## src/rtl/main_fsm.sv

```systemverilog
// main_fsm: multicycle RISC-V main control FSM (fetch, decode, execute, memory, writeback).
// Define MAIN_FSM_ILLEGAL_TRAP_EN to trap unlisted opcodes and raise the sticky 'illegal' flag.
module main_fsm (
  input  logic       clk,
  input  logic       reset,
  input  logic [6:0] op,
  input  logic       mem_ready,
  output logic       PCUpdate,
  output logic       Branch,
  output logic       IRWrite,
  output logic       RegWrite,
  output logic       MemWrite,
  output logic       AdrSrc,
  output logic [1:0] ResultSrc,
  output logic [1:0] ALUSrcA,
  output logic [1:0] ALUSrcB,
  output logic [1:0] ALUOp,
  output logic       illegal,
  output logic [3:0] state
);

  typedef enum logic [3:0] {
    FETCH    = 4'd0,
    DECODE   = 4'd1,
    MEMADR   = 4'd2,
    MEMREAD  = 4'd3,
    MEMWB    = 4'd4,
    MEMWRITE = 4'd5,
    EXECR    = 4'd6,
    EXECI    = 4'd7,
    ALUWB    = 4'd8,
    BEQ      = 4'd9,
    JAL      = 4'd10,
    TRAP     = 4'd11
  } state_e;

  localparam logic [6:0] OP_LW  = 7'b0000011;
  localparam logic [6:0] OP_SW  = 7'b0100011;
  localparam logic [6:0] OP_R   = 7'b0110011;
  localparam logic [6:0] OP_I   = 7'b0010011;
  localparam logic [6:0] OP_BEQ = 7'b1100011;
  localparam logic [6:0] OP_JAL = 7'b1101111;

  state_e state_q, state_d;
  logic   pc_update_s, branch_s, ir_write_s, reg_write_s, mem_write_s;

  always_ff @(posedge clk) begin
    if (reset) state_q <= FETCH;
    else       state_q <= state_d;
  end

  always_comb begin
    state_d = FETCH;
    case (state_q)
      FETCH:    state_d = mem_ready ? DECODE : FETCH;
      DECODE: begin
        case (op)
          OP_LW, OP_SW: state_d = MEMADR;
          OP_R:         state_d = EXECR;
          OP_I:         state_d = EXECI;
          OP_BEQ:       state_d = BEQ;
          OP_JAL:       state_d = JAL;
`ifdef MAIN_FSM_ILLEGAL_TRAP_EN
          default:      state_d = TRAP;
`else
          default:      state_d = FETCH;
`endif
        endcase
      end
      MEMADR:   state_d = (op == OP_LW) ? MEMREAD : MEMWRITE;
      MEMREAD:  state_d = mem_ready ? MEMWB : MEMREAD;
      MEMWB:    state_d = FETCH;
      MEMWRITE: state_d = mem_ready ? FETCH : MEMWRITE;
      EXECR:    state_d = ALUWB;
      EXECI:    state_d = ALUWB;
      ALUWB:    state_d = FETCH;
      BEQ:      state_d = FETCH;
      JAL:      state_d = ALUWB;
`ifdef MAIN_FSM_ILLEGAL_TRAP_EN
      TRAP:     state_d = TRAP;
`endif
      default:  state_d = FETCH;
    endcase
  end

  // Moore output decode; only the fetch strobes look at mem_ready.
  always_comb begin
    pc_update_s = 1'b0;
    branch_s    = 1'b0;
    ir_write_s  = 1'b0;
    reg_write_s = 1'b0;
    mem_write_s = 1'b0;
    AdrSrc      = 1'b0;
    ResultSrc   = 2'b00;
    ALUSrcA     = 2'b00;
    ALUSrcB     = 2'b00;
    ALUOp       = 2'b00;
    case (state_q)
      FETCH: begin
        pc_update_s = mem_ready;
        ir_write_s  = mem_ready;
        ALUSrcB     = 2'b10;
        ResultSrc   = 2'b10;
      end
      DECODE: begin
        ALUSrcA = 2'b01;
        ALUSrcB = 2'b01;
      end
      MEMADR: begin
        ALUSrcA = 2'b10;
        ALUSrcB = 2'b01;
      end
      MEMREAD:  AdrSrc = 1'b1;
      MEMWB: begin
        ResultSrc   = 2'b01;
        reg_write_s = 1'b1;
      end
      MEMWRITE: begin
        AdrSrc      = 1'b1;
        mem_write_s = 1'b1;
      end
      EXECR: begin
        ALUSrcA = 2'b10;
        ALUOp   = 2'b10;
      end
      EXECI: begin
        ALUSrcA = 2'b10;
        ALUSrcB = 2'b01;
        ALUOp   = 2'b10;
      end
      ALUWB:    reg_write_s = 1'b1;
      BEQ: begin
        ALUSrcA  = 2'b10;
        ALUOp    = 2'b01;
        branch_s = 1'b1;
      end
      JAL: begin
        ALUSrcA     = 2'b01;
        ALUSrcB     = 2'b10;
        pc_update_s = 1'b1;
      end
      default: ;
    endcase
  end

  // Strobes are suppressed during reset so an aborted instruction leaves no side effects.
  assign PCUpdate = pc_update_s & ~reset;
  assign Branch   = branch_s    & ~reset;
  assign IRWrite  = ir_write_s  & ~reset;
  assign RegWrite = reg_write_s & ~reset;
  assign MemWrite = mem_write_s & ~reset;
  assign state    = state_q;

`ifdef MAIN_FSM_ILLEGAL_TRAP_EN
  logic illegal_q, illegal_d;

  always_comb begin
    illegal_d = illegal_q | ((state_q == DECODE) && (state_d == TRAP));
  end

  always_ff @(posedge clk) begin
    if (reset) illegal_q <= 1'b0;
    else       illegal_q <= illegal_d;
  end

  assign illegal = illegal_q;
`else
  assign illegal = 1'b0;
`endif

endmodule

```

## config.mk

```make
export PLATFORM = sky130hd
export DESIGN_NAME = main_fsm
export DESIGN_NICKNAME = d
export VERILOG_FILES = /design/src/rtl/main_fsm.sv
export SDC_FILE = /design/constraint.sdc
export NUM_CORES = 1
export LEC_CHECK = 0
export BUFFER_PORTS_ARGS = -buffer_cell sky130_fd_sc_hd__buf_4
export CORE_AREA = 2 2 39 41
export CTS_CLUSTER_DIAMETER = 200
export DETAILED_ROUTE_END_ITERATION = 7
export DIE_AREA = 0 0 41 43
export PLACE_DENSITY = 0.78
export SKIP_CTS_REPAIR_TIMING = 1
export SLEW_MARGIN = 20
export SYNTH_ARGS = -nofsm -noshare
export SYNTH_HDL_FRONTEND = slang
export SYNTH_SLANG_ARGS = --single-unit
```

## constraint.sdc

```tcl
create_clock -name clk -period 3.9 [get_ports clk]
set_clock_uncertainty 0.2 [all_clocks]
set_input_delay 0.975 -clock clk [delete_from_list [all_inputs] [get_ports clk]]
set_output_delay 0.975 -clock clk [all_outputs]
set_load 0.01 [all_outputs]
```

==> out/results.txt, run 1 <==
Setup repair after global routing left no endpoint under its margin. The layout has 148 filler cells. The first global-routing pass estimated 2160 microns of wire. In this run the worst path has a maximum fanout of 7. The via count of the first global-routing pass came out at 538. Buffers placed on the I/O ports in this run total 27. Summing the sequential cell areas from Yosys gives 15.1% of the chip area.

The logs give 0 for the total inserted antenna cells and 1380 sq um for the core region area. Cells with a size suffix above 1 make up 31.7% of the layout. The count of pins on the block boundary was 29. The run gives 0.108 mV as the worst supply voltage drop on vdd.

The final estimated routing congestion in global placement was 0.811; the starting utilization of the core area was 38.3%. The clock network latency to the later pin of the worst-skew pair was 0.24 ns; the final hold violation count was 0. The logs give 1350 microns for the final routed wirelength across all metal layers and 22 for the pin count of the biggest net entering global routing. Across the run, the number of max-cap violations was 0. The number of nets in the synthesized netlist is 89. By area the synthesized netlist is led by sky130_fd_sc_hd__dfxtp_1 (15%), sky130_fd_sc_hd__nor2_1 (7.8%), sky130_fd_sc_hd__nor2b_1 (7.1%), sky130_fd_sc_hd__nor3_1 (6.6%), sky130_fd_sc_hd__nor4_1 (5.9%).

The area taken by multi-input logic gates was 395 sq um; the mean number of vias per cell was 5.40. The worst path uses 73.0% of the clock period. The number of levels the H-tree was split into is 1, and the layout overhead on the synthesized area is 38.7%. Dividing total power by cell area gives a power density of 183 nW/um^2.

Across the whole layout, storage elements account for 80.1 sq um. The maximum count of clock buffers along a single path was 2. Commonest register cell after synthesis: sky130_fd_sc_hd__dfxtp_1. In this run, distinct cell masters in the synthesized netlist total 34.

The top cell type by area accounts for 15.1% of the synthesized area. The remaining max-slew budget at the tightest pin is 55.6%, and the number of nets with antenna violations after routing is 0. The logs give 0 for the post-detailed-route DRC marker count and 0 for the number of warnings issued by yosys. The kind of path behind the tightest hold check was register to register. Global routing finished with a remaining overflow of 0. The root buffer cell was sky130_fd_sc_hd__clkbuf_4.

For the worst setup path, the data arrival time is 1.67 ns. sky130_fd_sc_hd__dfxtp_1 takes more of the synthesized area than any other cell. The number of antenna violations at the first check in global routing was 0; the routed length per placed instance was 11.5 microns.

Across every metal layer, demand over resource in global routing totals 17.5%. In this run the vertical extent of the chip is 43 microns. The average instance in the mapped netlist occupies 6.72 sq um. The number of flip-flops in the largest register is 4, and the mapped cell area is 531 sq um. For the upper clock frequency limit, the log shows 0.351 GHz. After floorplanning, the core was divided into 14 placement rows. Element type at the critical path end: an output pin. The final core utilization was 53.2%.

STA classifies the critical path startpoint as an input pin. After the last flow step, the layout net total stands at 113. In this run, CTS created clock tree buffers numbering 3. At the pin with the least slew margin, the transition time is 0.665 ns.

The post-synthesis async set-or-reset flop share works out to 0%. TritonCTS built the clock tree. The number of flip-flops and latches in the synthesized netlist came out at 4. The worst endpoint required time is 2.72 ns. For the finished layout, the period the worst path requires is 2.85 ns. Ranked by instance count, the synthesized netlist is headed by sky130_fd_sc_hd__nor2_1 (11), sky130_fd_sc_hd__nor3_1 (7), sky130_fd_sc_hd__nor2b_1 (6).

The number of enable flip-flop cells after synthesis is 0. The category of the critical setup timing path is input pin to output pin. Clock tree synthesis found a total of 4 sinks. Before antenna repair, the detailed router went through 4 iterations. The cell with the most instances after synthesis is sky130_fd_sc_hd__nor2_1. Setup violations remaining at the end of the flow were counted as 0. The die covers 1760 sq um.

For this design the static power due to leakage is 0.324 nW. For the number of standard cells after synthesis, the log shows 79. For the via total after detailed routing, the log shows 632.

The initial detailed-routing violation count came out at 4. Number of pins exceeding their max-slew limit in the final report: 0. The flow ran to the end, and the final reports show no timing, DRC or antenna violations.

Measured along the x axis, the die boundary spans 41 microns. Adding up every negative setup slack in the final design gives 0 ns. Detailed placement ended at an HPWL of 988 microns. Clock-pin slew was measured on the worst setup and hold paths at 0.04 ns.
## report_power, final
part / leakage [nW] / internal [mW] / switching (mW)
clock network: 0.0138 / 0.0344 / 0.0176
registers: 0.0325 / 0.0420 / 0.00344
logic: 0.278 / 0.0200 / 0.0175
## critical path, cell delays in order
cell and delay, ns:
sky130_fd_sc_hd__buf_4 0.11, sky130_fd_sc_hd__nor3b_1 0.18, sky130_fd_sc_hd__a21oi_1 0.06, sky130_fd_sc_hd__nor4_1 0.18, sky130_fd_sc_hd__buf_4 0.16
## path summary, 6_finish.rpt
check | start | to | slack [ns] | depth (start not counted)
worst min-delay path | state[0] | state[1] | 0.56 | 2
worst max register to register | state[1] | state[1] | 2.06 | 3
worst max-delay path | mem_ready | PCUpdate | 1.05 | 5
worst min register to register | state[0] | state[1] | 0.56 | 2
## cells in the final DEF (no fill, tap or decap), types with 2 or more instances in the layout
| cell type | count |
|---|---|
| sky130_fd_sc_hd__nand3b_1 | 3 |
| sky130_fd_sc_hd__nor3_1 | 7 |
| sky130_fd_sc_hd__nor2b_1 | 6 |
| sky130_fd_sc_hd__o21ai_0 | 2 |
| sky130_fd_sc_hd__buf_4 | 27 |
| sky130_fd_sc_hd__nor4_1 | 5 |
| sky130_fd_sc_hd__a21oi_1 | 2 |
| sky130_fd_sc_hd__xor2_1 | 2 |
| sky130_fd_sc_hd__nand2_1 | 3 |
| sky130_fd_sc_hd__clkbuf_4 | 3 |
| sky130_fd_sc_hd__xnor2_1 | 2 |
| sky130_fd_sc_hd__nor2_1 | 11 |
| sky130_fd_sc_hd__dfxtp_1 | 4 |
| sky130_fd_sc_hd__inv_1 | 4 |
| sky130_fd_sc_hd__o21ai_1 | 2 |
## cells by family after synthesis
logic type      share of synthesized area (%)
buf+inv                                  10.4
flops                                    15.1
other cells                             0.707
xor+xnor                                 6.60
simple gates                             46.0
compound gates                           21.2
## layout make-up
type                    count  area share, %
clock buffers               3           3.06
inverters                   4           2.04
multi-input cells          63           53.7
flip-flops and latches      4           10.9
well taps                  16           2.72
repair buffers             27           27.6
## per-stage QoR
stage | worst slack, ns | instance area, sq um | cells | hold slack, ns | power (mW)
after global placement | 1.03 | 713 | 114 | 0.552 | 0.0831
after global routing | 0.919 | 736 | 117 | 0.604 | 0.145
after floorplan | 1.15 | 531 | 79 | 0.484 | 0.0656
final | 1.05 | 736 | 117 | 0.561 | 0.135
after CTS | 1.04 | 736 | 117 | 0.564 | 0.137
after detailed placement | 1.04 | 713 | 114 | 0.556 | 0.0836
## layer usage
layer  track usage (%)  up-vias  routed length, microns
met5                 0        -                       0
met4              6.00        0                       0
met3              4.71        0                      75
met2              25.9       19                     628
met1              23.6      282                     644
li1                  -      331                       -
Power figures use the tool's default switching activity.
==> run 2: changes to the inputs <==
--- a/config.mk
+++ b/config.mk
@@ -6,10 +6,10 @@
 export NUM_CORES = 1
 export LEC_CHECK = 0
 export BUFFER_PORTS_ARGS = -buffer_cell sky130_fd_sc_hd__buf_4
-export CORE_AREA = 2 2 39 41
+export CORE_MARGIN = 2
+export CORE_UTILIZATION = 38
 export CTS_CLUSTER_DIAMETER = 200
 export DETAILED_ROUTE_END_ITERATION = 7
-export DIE_AREA = 0 0 41 43
 export PLACE_DENSITY = 0.78
 export SKIP_CTS_REPAIR_TIMING = 1
 export SLEW_MARGIN = 20
==> constraint.sdc (replaced) <==
create_clock -name clk -period 2.4 [get_ports clk]
set_clock_uncertainty 0.2 [all_clocks]
set_input_delay 0.6 -clock clk [delete_from_list [all_inputs] [get_ports clk]]
set_output_delay 0.6 -clock clk [all_outputs]
set_load 0.01 [all_outputs]
==> out/results.txt, run 2 (synthesis results as in run 1) <==
For the clock network latency to the later pin of the worst-skew pair, the log shows 0.23 ns. The register with the most flip-flops in the layout has 4 of them. The tools report the total global-route track usage as 18.6%. After layout, the worst setup slack is 0.137 ns. The routed design could run at a clock period as short as 2.26 ns. In the routed design, unresolved DRC markers number 0.

Setup repair after global routing left no endpoint under its margin. The number of antenna violations at the first check in global routing is 0, and the first-pass iteration count of the detailed router is 4. The final estimated routing congestion in global placement was 0.866.

TritonCTS built the clock tree. The die covers 1710 sq um. The final hold violation count was 0. The tools report the number of clock sinks seen by CTS as 4. The count of pins on the block boundary is 29. The repair_antennas step left the layout with diodes totalling 0. The analysis attributes to cell leakage a power of 0.340 nW. STA puts the critical path data arrival time at 1.46 ns.

The critical path in this run is classified as register to output pin. Row count: 13. The endpoint identified for the worst register-to-register timing path is state[0]. The delay of the slowest critical-path stage was 0.46 ns. In this run the worst setup path begins at state[1]. The number of pins exceeding their max-slew limit in the final report was 0; the starting utilization of the core area was 40.8%. Sequential cell area: 81.3 sq um. In the layout the commonest cells are sky130_fd_sc_hd__buf_4 (30), sky130_fd_sc_hd__nor2_1 (11), sky130_fd_sc_hd__nor3_1 (7). The routed design uses 51 microns of met3 wire.

The run finished with clean final reports. The number of buffers created by CTS was 3; the initial detailed-routing violation count was 12. Timing would allow up to 0.442 GHz. In this run the vertical extent of the chip is 41.4 microns. The endpoint with the worst hold slack is state[0]. Setup violations remaining at the end of the flow were counted as 0.

For this block, wires on met1 add up to 720 microns. The met2 wirelength from detailed routing came out at 688 microns. Of all nets on the critical path, the largest fanout is 12. The total number of nets in the final design was 116; the cell area power density was 289 nW/um^2.

The pin count of the biggest net entering global routing came out at 15. The design draws 219 uW. The cell area after placement was 734 sq um.

VDD sags by at most 0.186 mV. The count of nets left with antenna violations once routing finished came out at 0. After routing the design area is 758 sq um.

The logs give 0.63 ns for the setup slack of the most critical reg-to-reg path and 555 for the via count of the first global-routing pass. The worst hold path was traced through 2 stages. The critical path goes through buf_4 -> xnor2_1 -> a22oi_1 -> nor2_1 -> buf_4. In this run the top signal layer used is met3. The logs give 1300 sq um for the core region area and 1460 microns for the final routed wirelength across all metal layers. The worst setup path is captured at an output pin.

Fill cells in the final layout number 136. The portion of the clock cycle consumed by the worst path in the final layout was 94.3%; the worst endpoint required time was 1.60 ns. The maximum count of clock buffers along a single path came out at 2. After detailed routing, the average wire length per cell comes to 12.3 microns. The startpoint of the tightest hold check path was reset. Max-cap violations in this run came to 0.

Leaving out fill and tap cells, the most frequent cell in the layout is sky130_fd_sc_hd__buf_4. Timing analysis after detailed placement gives a worst setup slack of 0.309 ns. For this block, the via count after detailed routing is 646. Overall die width: 41.4 microns. Measured in cells, the most critical reg-to-reg path has a length of 4.

Buffers placed on the I/O ports in this run total 27. Layout overhead on the synthesized area: 42.9%. The setup TNS was 0 ns. Leftover overflow at the end of global routing: 0. The worst setup path is launched from a register.

The mean number of vias per cell was 5.43; the half-perimeter wire length of the detailed placement result was 1110 microns. The run gives 58.3% as the final core utilization. The clock-pin slew on the worst setup and hold paths came out at 0.03 ns. The path class of the tightest hold or removal check is input pin to register.

By instance count, the cell type seen most on the critical path is sky130_fd_sc_hd__buf_4. Summing all multi-input logic gate instances after layout gives 395 sq um. The largest individual stage delay along the critical path comes from the cell sky130_fd_sc_hd__dfxtp_1.

The tools report the root buffer cell as sky130_fd_sc_hd__clkbuf_4. The worst register-to-register path begins at state[3]. The number of levels the H-tree was split into is 1, and the share of post-route cells with drive strength above 1 is 34.6%.

The first global-routing pass estimated 2190 microns of wire.
==> run 2: cell count changes in the layout (fill, tap and decap cells not counted) <==
cell	change
sky130_fd_sc_hd__dfxtp_2	+1
sky130_fd_sc_hd__buf_4	+3
sky130_fd_sc_hd__dfxtp_1	-1
==> run 2: worst max path at each step <==
stage / end / cells past startpoint / slack, ns
2_1_floorplan: PCUpdate / 4 / 0.28
3_3_place_gp: PCUpdate / 5 / 0.32
3_5_place_dp: PCUpdate / 5 / 0.31
4_1_cts: ALUSrcA[1] / 4 / 0.09
5_1_grt: ALUSrcB[0] / 5 / 0.03
6_report: ALUSrcB[0] / 5 / 0.14
==> run 2: worst max-delay path: cells and delay by family (launching register included) <==
kind | cells | cell delay [ns]
DFF | 1 | 0.46
buffers and inverters | 2 | 0.40
and+or+nand+nor | 1 | 0.06
xor gates and xnor gates | 1 | 0.10
AOI/OAI and AO/OA | 1 | 0.21
==> run 2: area by class of cell <==
class	count	share of cell area, %
repair buffers	30	29.7
inverters	4	1.98
flip-flops and latches	4	10.7
well taps	15	2.48
multi-input cells	63	52.1
clock buffers	3	2.97
==> run 2: routing by layer <==
metal	global-route usage, %	up-vias
met1	22.7	296
li1	-	333
met4	3.23	0
met2	33.2	17
met3	4.26	0
met5	0	-
==> run 2: metrics by stage <==
step,std cells,hold WS [ns]
2_1_floorplan,79,0.484
3_3_place_gp,116,0.475
3_5_place_dp,116,0.511
4_1_cts,119,0.402
5_1_grt,119,0.410
6_report,119,0.407
==> run 2: power breakdown <==
group          switching, mW  total, mW  internal [mW]  leakage [nW]
Combinational         0.0300     0.0627         0.0327         0.294
Clock                 0.0267     0.0826         0.0559        0.0138
Sequential           0.00532     0.0737         0.0684        0.0328
Total                 0.0620      0.219          0.157         0.340
